[src/rtl/quad_click_sched.sv]
// quad_click_sched: arbitrates joystick and delta-accumulator requests into paced quadrature clicks on steer.
// Define QUAD_JOY_ACCEL_EN to build held-joystick acceleration; otherwise the phase period is always clkdiv.
module quad_click_sched #(
  parameter int ACC_W = 8,
  parameter int RAMP_CLICKS = 4
) (
  input  logic             CLK,
  input  logic             RESET,
  input  logic [31:0]      clkdiv,
  input  logic [31:0]      clkdiv_min,
  input  logic             left,
  input  logic             right,
  input  logic             delta_valid,
  input  logic [ACC_W-1:0] delta,
  output logic             delta_ready,
  output logic [1:0]       steer,
  output logic             busy,
  output logic             dir
);
  typedef enum logic [2:0] {IDLE, P0, P1, P2, P3} state_t;
  localparam logic signed [ACC_W+1:0] MAXV = (ACC_W+2)'((1 << (ACC_W-1)) - 1);
  localparam logic signed [ACC_W-1:0] AMAX = ACC_W'((1 << (ACC_W-1)) - 1);
  state_t state, state_nxt;
  logic [31:0] timer, per_nxt;
  logic signed [ACC_W-1:0] acc, acc_nxt;
  logic signed [ACC_W+1:0] ext_acc, ext_add, dec, sum;
  logic tick, idle_tick, joy_req, acc_req, acc_take, start, sel_dir, dir_nxt, accept;
  logic [1:0] steer_nxt;
  logic busy_nxt;
  assign tick        = timer == '0;
  assign idle_tick   = tick && state == IDLE;
  assign joy_req     = left ^ right;
  assign acc_req     = !joy_req && acc != '0;
  assign acc_take    = idle_tick && acc_req;
  assign start       = idle_tick && (joy_req || acc_req);
  assign sel_dir     = joy_req ? right : !acc[ACC_W-1];
  assign dir_nxt     = start ? sel_dir : dir;
  assign delta_ready = acc != AMAX && acc != -AMAX;
  assign accept      = delta_valid && delta_ready;
  always_comb begin
    ext_acc = {{2{acc[ACC_W-1]}}, acc};
    ext_add = accept ? {{2{delta[ACC_W-1]}}, delta} : '0;
    dec     = !acc_take ? '0 : acc[ACC_W-1] ? (ACC_W+2)'(1) : '1;
    sum     = ext_acc + ext_add + dec;
    acc_nxt = sum > MAXV ? AMAX : sum < -MAXV ? -AMAX : sum[ACC_W-1:0];
  end
`ifdef QUAD_JOY_ACCEL_EN
  localparam int HW = $clog2(RAMP_CLICKS + 1);
  logic [HW-1:0] hold, hold_nxt;
  logic [5:0] sh, sh_nxt;
  logic ramp_rst, ramp_inc, hit;
  logic [31:0] shifted, floor_v;
  // Period is tracked as a halving count so the reset value needs no live clkdiv.
  always_comb begin
    ramp_rst = idle_tick && (!joy_req || right != dir);
    ramp_inc = idle_tick && joy_req && right == dir;
    hit      = (hold + HW'(1)) == HW'(RAMP_CLICKS);
    sh_nxt   = ramp_rst ? '0 : (ramp_inc && hit && sh != 6'd32) ? sh + 6'd1 : sh;
    hold_nxt = (ramp_rst || (ramp_inc && hit)) ? '0 : ramp_inc ? hold + HW'(1) : hold;
    shifted  = clkdiv >> sh_nxt;
    floor_v  = clkdiv_min < clkdiv ? clkdiv_min : clkdiv;
    per_nxt  = shifted > floor_v ? shifted : floor_v;
  end
  always_ff @(posedge CLK or posedge RESET)
    if (RESET) begin
      hold <= '0;
      sh   <= '0;
    end else begin
      hold <= hold_nxt;
      sh   <= sh_nxt;
    end
`else
  logic unused_min;
  assign unused_min = ^clkdiv_min;
  assign per_nxt    = clkdiv;
`endif
  always_ff @(posedge CLK or posedge RESET)
    if (RESET) state <= IDLE;
    else state <= state_nxt;
  always_comb begin
    state_nxt = state;
    if (tick)
      case (state)
        IDLE:    state_nxt = (joy_req || acc_req) ? P0 : IDLE;
        P0:      state_nxt = P1;
        P1:      state_nxt = P2;
        P2:      state_nxt = P3;
        default: state_nxt = IDLE;
      endcase
  end
  always_comb begin
    steer_nxt = state_nxt == P1 ? (dir_nxt ? 2'b10 : 2'b01) :
                state_nxt == P2 ? 2'b11 :
                state_nxt == P3 ? (dir_nxt ? 2'b01 : 2'b10) : 2'b00;
    busy_nxt  = state_nxt != IDLE;
  end
  always_ff @(posedge CLK or posedge RESET)
    if (RESET) begin
      timer <= '0;
      acc   <= '0;
      steer <= 2'b00;
      busy  <= 1'b0;
      dir   <= 1'b0;
    end else begin
      timer <= tick ? per_nxt : timer - 32'd1;
      acc   <= acc_nxt;
      steer <= steer_nxt;
      busy  <= busy_nxt;
      dir   <= dir_nxt;
    end
endmodule
[config.mk]
export PLATFORM = sky130hd
export DESIGN_NAME = quad_click_sched
export DESIGN_NICKNAME = d
export VERILOG_FILES = /design/src/rtl/quad_click_sched.sv
export SDC_FILE = /design/constraint.sdc
export NUM_CORES = 1
export LEC_CHECK = 0
export BUFFER_PORTS_ARGS = -buffer_cell sky130_fd_sc_hd__buf_4
export CORE_MARGIN = 4
export CORE_UTILIZATION = 54
export CTS_BUF_LIST = sky130_fd_sc_hd__clkbuf_16
export CTS_CLUSTER_SIZE = 28
export DETAILED_ROUTE_END_ITERATION = 10
export PLACE_DENSITY = 0.82
export SYNTH_ARGS = -nofsm -noshare
export SYNTH_HDL_FRONTEND = slang
export SYNTH_SLANG_ARGS = --single-unit
[constraint.sdc]
create_clock -name CLK -period 6.9 [get_ports CLK]
set_clock_uncertainty 0.1 [all_clocks]
set_input_delay 1.035 -clock CLK [delete_from_list [all_inputs] [get_ports CLK]]
set_output_delay 1.035 -clock CLK [all_outputs]
set_load 0.01 [all_outputs]
==> results.yml, run 1 <==
worst_setup_path:
  slowest_delay_ps: 650
  r2r_slack_ps: 590
  cp_max_fo: 7
  critPathRequiredTime_ps: 6960
  arrival_ps: 6380
  crit_chain: "or4_4 > or4_1 > nor4_4 > nand2b_2 > or4_1 > fa_1 > inv_1 > ha_1 > fa_1 > a21o_1 > a221oi_1 > nor2_1 > o31ai_1 > nor2_1 > a211o_1"
  critPathLaunchType: "flip-flop"
  slowest_stage: "o31ai_1"
  endpoint_kind: "flip-flop"
  critPathKind: "reg -> reg"
  crit_family: "simple AND/OR/NAND/NOR gates"
  path_buf_inv: 1
synthesis:
  synth-edff-count: 0
  synth_flop_cell: "dfrtp_1"
  async_flop_share_pct: 100
  syn_nets: 457
  synth_area_per_cell_um2: 8.89
  yosysWarnings: 0
  yosysUniqueCellTypes: 47
  synth_area_um2: 3210
  synthCells: 361
  yosysSeqAreaShare_pct: 36.7
  synth_seq_cells: 47
route:
  viasPerCell: 5.74
  drc: 0
  drt_wl_total_um: 6960
  num_vias: 2751
  post_drt_wl_per_cell_um: 14.5
  maxUsedRoutingLayer: "met4"
  ant_nets: 0
  drtPass1Iterations: 4
  wl_met1_um: 3160
  wl_met2_um: 3390
  drtIter0Drc: 157
  wl_met3_um: 304
final_layout:
  area_delta_synth_final_pct: 16.0
  n_antenna_cell: 0
  n_fill_cell: 487
  fin_nets: 502
  drive_above_1_share_pct: 16.0
outcome:
  status: "complete, no violations"
timing:
  period_share_pct: 91.5
  rsz0062_at_grt: "false"
  max_clock_freq_mhz: 158
  fin_ws_ps: 588
  hold_violations: 0
  slew_viol_final: 0
  report.final.setup_viol: 0
  final.setup.tns_ps: 0
  fin_crit_ps: 6310
  tightest_slew_ps: 966
  slew_headroom_pct: 35.5
place:
  io_buffers: 49
  place_ws_ps: 688
  globalplace.congestion: 0.913
  dp_hpwl_um: 5160
grt:
  grt_max_degree: 52
  grt_usage_pct: 20.1
  first_global_vias: 2645
  globalRouteOverflowTotal: 0
  grt_pass1_wl_um: 12000
  antenna_found_initial: 0
clocking:
  clkLatencyLatePin_ps: 290
  cts_max_path_buffers: 2
  cts.sinks: 47
  cts_resized: 0
  htree_levels: 2
  cts_tree: "built"
  holdBufCountCts: 0
  clk_pin_slew_ps: 70
  numCtsBuffers: 5
  cts_setup_buffers: 0
  cts-root-buf: "clkbuf_16"
power_and_ir_drop:
  ir_drop_uv: 248
  powerDensity_nw_per_um2: 320
  leakage_nw: 1.65
job:
  cap_violations: 0
worst_hold_path:
  worstHoldPathType: "reg -> reg"
die:
  die_h_um: 85.1
  initial_core_util_pct: 56.9
  core_region_area_um2: 5640
  ioPinCount: 82
  die_w_um: 85.1
  dieArea_um2: 7240
  rows: 27
## cells in the mapped netlist (all sizes together), types with 2 or more instances
cell	number	area share [%]
nor2	51	6.0
dfrtp	47	37
a21oi	31	5.0
nand2	29	3.4
inv	20	2.3
xnor2	20	5.5
o21ai	18	2.8
xor2	12	3.3
a21o	11	2.6
nand3	11	1.7
nor3	11	1.9
nor4	11	3.1
ha	10	3.9
fa	9	5.6
or4	9	2.3
buf	8	2.4
and3	7	1.4
or3	7	1.4
nand2b	5	1.1
clkbuf	4	0.47
nand4	3	0.59
a2111oi	2	0.55
a211o	2	0.55
a31oi	2	0.39
and2	2	0.39
o21a	2	0.47
o22a	2	0.55
o22ai	2	0.39
o31ai	2	0.47
o41ai	2	0.55
## worst paths after layout
path                        endpoint  cells after the start       from
max                           acc[2]                     15  timer[26]
min                        timer[17]                      2  timer[17]
max reg2reg                   acc[2]                     15  timer[26]
min reg2reg                timer[17]                      2  timer[17]
max in group asynchronous   steer[0]                      2      RESET
min in group asynchronous   timer[3]                      2      RESET
## layer usage
| metal | up-vias | GRT usage (%) |
|---|---|---|
| met5 | - | 0 |
| met4 | 0 | 5.32 |
| met3 | 9 | 3.88 |
| met2 | 64 | 33.5 |
| met1 | 1319 | 26.9 |
| li1 | 1359 | - |
## state kept, by name, summed over array words and instances, names as in the netlist
| signal | count |
|---|---|
| state | 3 |
| dir | 1 |
| busy | 1 |
| acc | 8 |
| timer | 32 |
| steer | 2 |
## cell type report
type,count,area (um2),area share (%)
sequential,47,1180,31.6
clock buffer,5,125,3.36
tap,72,90.1,2.42
clock inverter,3,15.0,0.403
timing repair buffer,50,375,10.1
multi-input combinational,282,1870,50.1
inverter,20,75.1,2.02
## tightest hold or removal path: cells and delay by family (launching register included)
family | cells | cell delay (ps)
flip-flops | 1 | 370
AO/OA/AOI/OAI | 1 | 80
AND/OR/NAND/NOR | 1 | 50
## cell families after synthesis
kind of cell,count (synthesis),share of synthesized area [%]
and+or+nand+nor,149,23.8
AOI/OAI and AO/OA,81,15.7
DFF,47,36.7
xor gates and xnor gates,32,8.74
buffers and inverters,32,5.19
adders and majority gates,19,9.52
muxes,1,0.351
## placed cells by master, fill, tap and decap left out, drive strengths merged, types with 7 or more instances in the layout
cell type | synthesis | layout
or3 | 7 | 7
inv | 20 | 20
buf | 8 | 50
a21oi | 31 | 31
nor3 | 11 | 11
xnor2 | 20 | 20
nand3 | 11 | 11
o21ai | 18 | 18
fa | 9 | 9
or4 | 9 | 9
nand2 | 29 | 29
xor2 | 12 | 12
ha | 10 | 10
dfrtp | 47 | 47
a21o | 11 | 11
and3 | 7 | 7
nor2 | 51 | 51
nor4 | 11 | 11
## metrics by stage
step | hold WS (ps) | power (W) | area [um2] | std cells | util (%)
2_1_floorplan | 359 | 0.000817 | 3210 | 361 | -
3_3_place_gp | 393 | 0.000919 | 3580 | 471 | 63.5
3_5_place_dp | 383 | 0.000950 | 3580 | 471 | 63.5
4_1_cts | 439 | 0.00119 | 3720 | 479 | 66.0
5_1_grt | 460 | 0.00128 | 3720 | 479 | 66.0
6_report | 441 | 0.00119 | 3720 | 479 | 66.0
## power breakdown
| part | internal, W | leakage [nW] | switching, W | total (W) |
|---|---|---|---|---|
| Sequential | 0.000337 | 0.543 | 0.0000596 | 0.000397 |
| Combinational | 0.000249 | 1.04 | 0.000314 | 0.000563 |
| Clock | 0.000132 | 0.0649 | 0.000100 | 0.000232 |
| Total | 0.000718 | 1.65 | 0.000474 | 0.00119 |
Power figures use the tool's default switching activity.
==> run 2, diff against run 1 <==
ABC_AREA = 1   (was default)
CORE_MARGIN = 5   (was 4)
CORE_UTILIZATION = 55   (was 54)
==> run 2 against run 1 <==
Compared with the run above:
- first-iteration DRC count grew 39%
- flip-flop and latch count stayed put
- critical endpoint is now acc[0]
- count of clock-buffer cells in the layout stayed put
- die area is 13% higher
- wire length rose by 15%
- clock power up 18%
- synthesized cell count up 37%
- largest power group unchanged
- power decreased by 13%
- utilization is 0.66 points lower
==> results.yml, run 2 <==
final_layout:
  final_cell_mix: "140 x nand2_1, 68 x nor2_1, 65 x inv_1"
  area_delta_synth_final_pct: 16.3
  final_common_cell: "nand2_1"
  drive_above_1_share_pct: 18.4
  top_register: "timer"
  fin_nets: 639
  reg.largest.list: "timer x32, acc x8, state x3"
  largest_reg_flops: 32
  n_antenna_cell: 0
  n_fill_cell: 568
die:
  core_region_area_um2: 6310
  initial_core_util_pct: 56.1
  die_w_um: 90.3
  die_h_um: 90.3
  dieArea_um2: 8150
  ioPinCount: 82
  rows: 29
place:
  place_ws_ps: 2120
  globalplace.congestion: 0.881
  io_buffers: 49
  dp_hpwl_um: 6210
route:
  post_drt_wl_per_cell_um: 12.9
  drtIter0Drc: 219
  drtPass1Iterations: 5
  viasPerCell: 5.22
  ant_nets: 0
  drt_wl_total_um: 8000
  drc: 0
  num_vias: 3244
outcome:
  status: "complete, no violations"
timing:
  final.setup.tns_ps: 0
  fin_ws_ps: 2230
  tightest_slew_ps: 992
  report.final.setup_viol: 0
  period_share_pct: 67.7
  rsz0062_at_grt: "false"
  fin_crit_ps: 4670
  hold_violations: 0
  slew_viol_final: 0
  slew_headroom_pct: 33.8
  max_clock_freq_mhz: 214
worst_setup_path:
  crit_end: "acc[0]"
  crit_start: "timer[0]"
  critical_path.most_common_cell: "nand2_1"
  slowest_delay_ps: 600
  slowest_stage: "nor2_1"
  critPathRequiredTime_ps: 6960
  critPathLaunchType: "flip-flop"
  r2r_slack_ps: 2230
  worst_r2r_path_depth: 23
  crit_family: "simple AND/OR/NAND/NOR gates"
  crit_chain: "inv_1 > ha_1 > nand2_1 > nor2_1 > nand4_1 > nor2_2 > nand3_1 > nor2_1 > inv_1 > fa_1 > inv_1 > ha_1 > fa_1 > nand2_1 > nand2_1 > nand4_1 > nand2_1 > nand2_1 > nand2_1 > nor2_1 > nand2_1 > nand2_1 > nand3_1"
  endpoint_kind: "flip-flop"
  cp.depth: 23
  critPathKind: "reg -> reg"
  arrival_ps: 4730
  path_buf_inv: 3
  r2r-start: "timer[0]"
  cp_max_fo: 7
  r2r-end: "acc[0]"
clocking:
  cts_setup_buffers: 0
  cts-root-buf: "clkbuf_16"
  cts_tree: "built"
  holdBufCountCts: 0
  clkLatencyLatePin_ps: 290
  cts_max_path_buffers: 2
  cts.sinks: 47
  cts_resized: 0
  clk_pin_slew_ps: 60
  htree_levels: 2
  numCtsBuffers: 5
synthesis:
  yosysUniqueCellTypes: 31
  synth.top_cells.by_area: "dfrtp_1 33%, nand2_1 15%, nor2_1 7.2%"
  synth_area_per_cell_um2: 7.19
  async_flop_share_pct: 100
  synth-edff-count: 0
  yosysTopAreaCell: "dfrtp_1"
  synth_area_um2: 3540
  yosysWarnings: 0
  syn_nets: 589
  synth_seq_cells: 47
  synth_common_cells: "140 x nand2_1, 68 x nor2_1, 66 x inv_1"
  synth_flop_cell: "dfrtp_1"
  synthCells: 493
  yosysSeqAreaShare_pct: 33.2
  synth.most_common_cell: "nand2_1"
  synth_top_cell_area_share_pct: 33.2
power_and_ir_drop:
  leakage_nw: 2.03
  ir_drop_uv: 228
  powerDensity_nw_per_um2: 252
worst_hold_path:
  hold_depth: 1
  worstHoldPathType: "reg -> reg"
grt:
  first_global_vias: 3346
  grt_max_degree: 48
  grt_usage_pct: 20.5
  globalRouteOverflowTotal: 0
  grt_pass1_wl_um: 14200
  antenna_found_initial: 0
job:
  cap_violations: 0
## run 2: worst min-delay path by stage
stage / slack [ps] / end / start
after CTS: 380 / timer[0] / timer[0]
after detailed placement: 390 / timer[0] / timer[0]
after global placement: 360 / timer[0] / timer[0]
final: 380 / timer[0] / timer[0]
after floorplan: 340 / timer[0] / timer[0]
after global routing: 390 / timer[0] / timer[0]
## run 2: final cells by class
| type | instances | area [um2] | share of cell area (%) |
|---|---|---|---|
| clock buffers | 5 | 125 | 3.03 |
| inverters | 69 | 259 | 6.28 |
| flip-flops and latches | 47 | 1180 | 28.5 |
| repair buffers | 49 | 368 | 8.92 |
| clock inverters | 3 | 38.8 | 0.941 |
| multi-input cells | 371 | 2060 | 50.0 |
| well taps | 77 | 96.3 | 2.34 |
## run 2: cell families after synthesis
group                      after synthesis  share of synthesized area (%)
AOI/OAI and AO/OA                       39                           6.49
xor gates and xnor gates                18                           4.45
adders and majority gates               19                           8.61
buffers and inverters                   75                           8.68
DFF                                     47                           33.2
and+or+nand+nor                        295                           38.6
## run 2: report_power, final
part           switching [W]  total [W]  leakage (nW)  internal (W)
Sequential         0.0000418   0.000360         0.499      0.000319
Clock               0.000104   0.000273        0.0812      0.000169
Combinational       0.000250   0.000404          1.45      0.000155
Total               0.000395    0.00104          2.03      0.000642
## run 2: routing by layer
metal / vias up / track usage (%) / wire length, um
met5: - / 0 / 0
met4: 0 / 7.07 / 144
met3: 14 / 4.33 / 414
met2: 70 / 35.2 / 4040
met1: 1518 / 25.5 / 3400
li1: 1642 / - / -
## run 2: metrics by stage
| step | instance area (um2) | instances | total power (W) | hold slack, ps | util, % |
|---|---|---|---|---|---|
| 2_1_floorplan | 3540 | 493 | 0.000663 | 338 | - |
| 3_3_place_gp | 3960 | 613 | 0.000746 | 357 | 62.7 |
| 3_5_place_dp | 3960 | 613 | 0.000769 | 393 | 62.7 |
| 4_1_cts | 4120 | 621 | 0.00104 | 377 | 65.3 |
| 5_1_grt | 4120 | 621 | 0.00112 | 392 | 65.3 |
| 6_report | 4120 | 621 | 0.00104 | 379 | 65.3 |
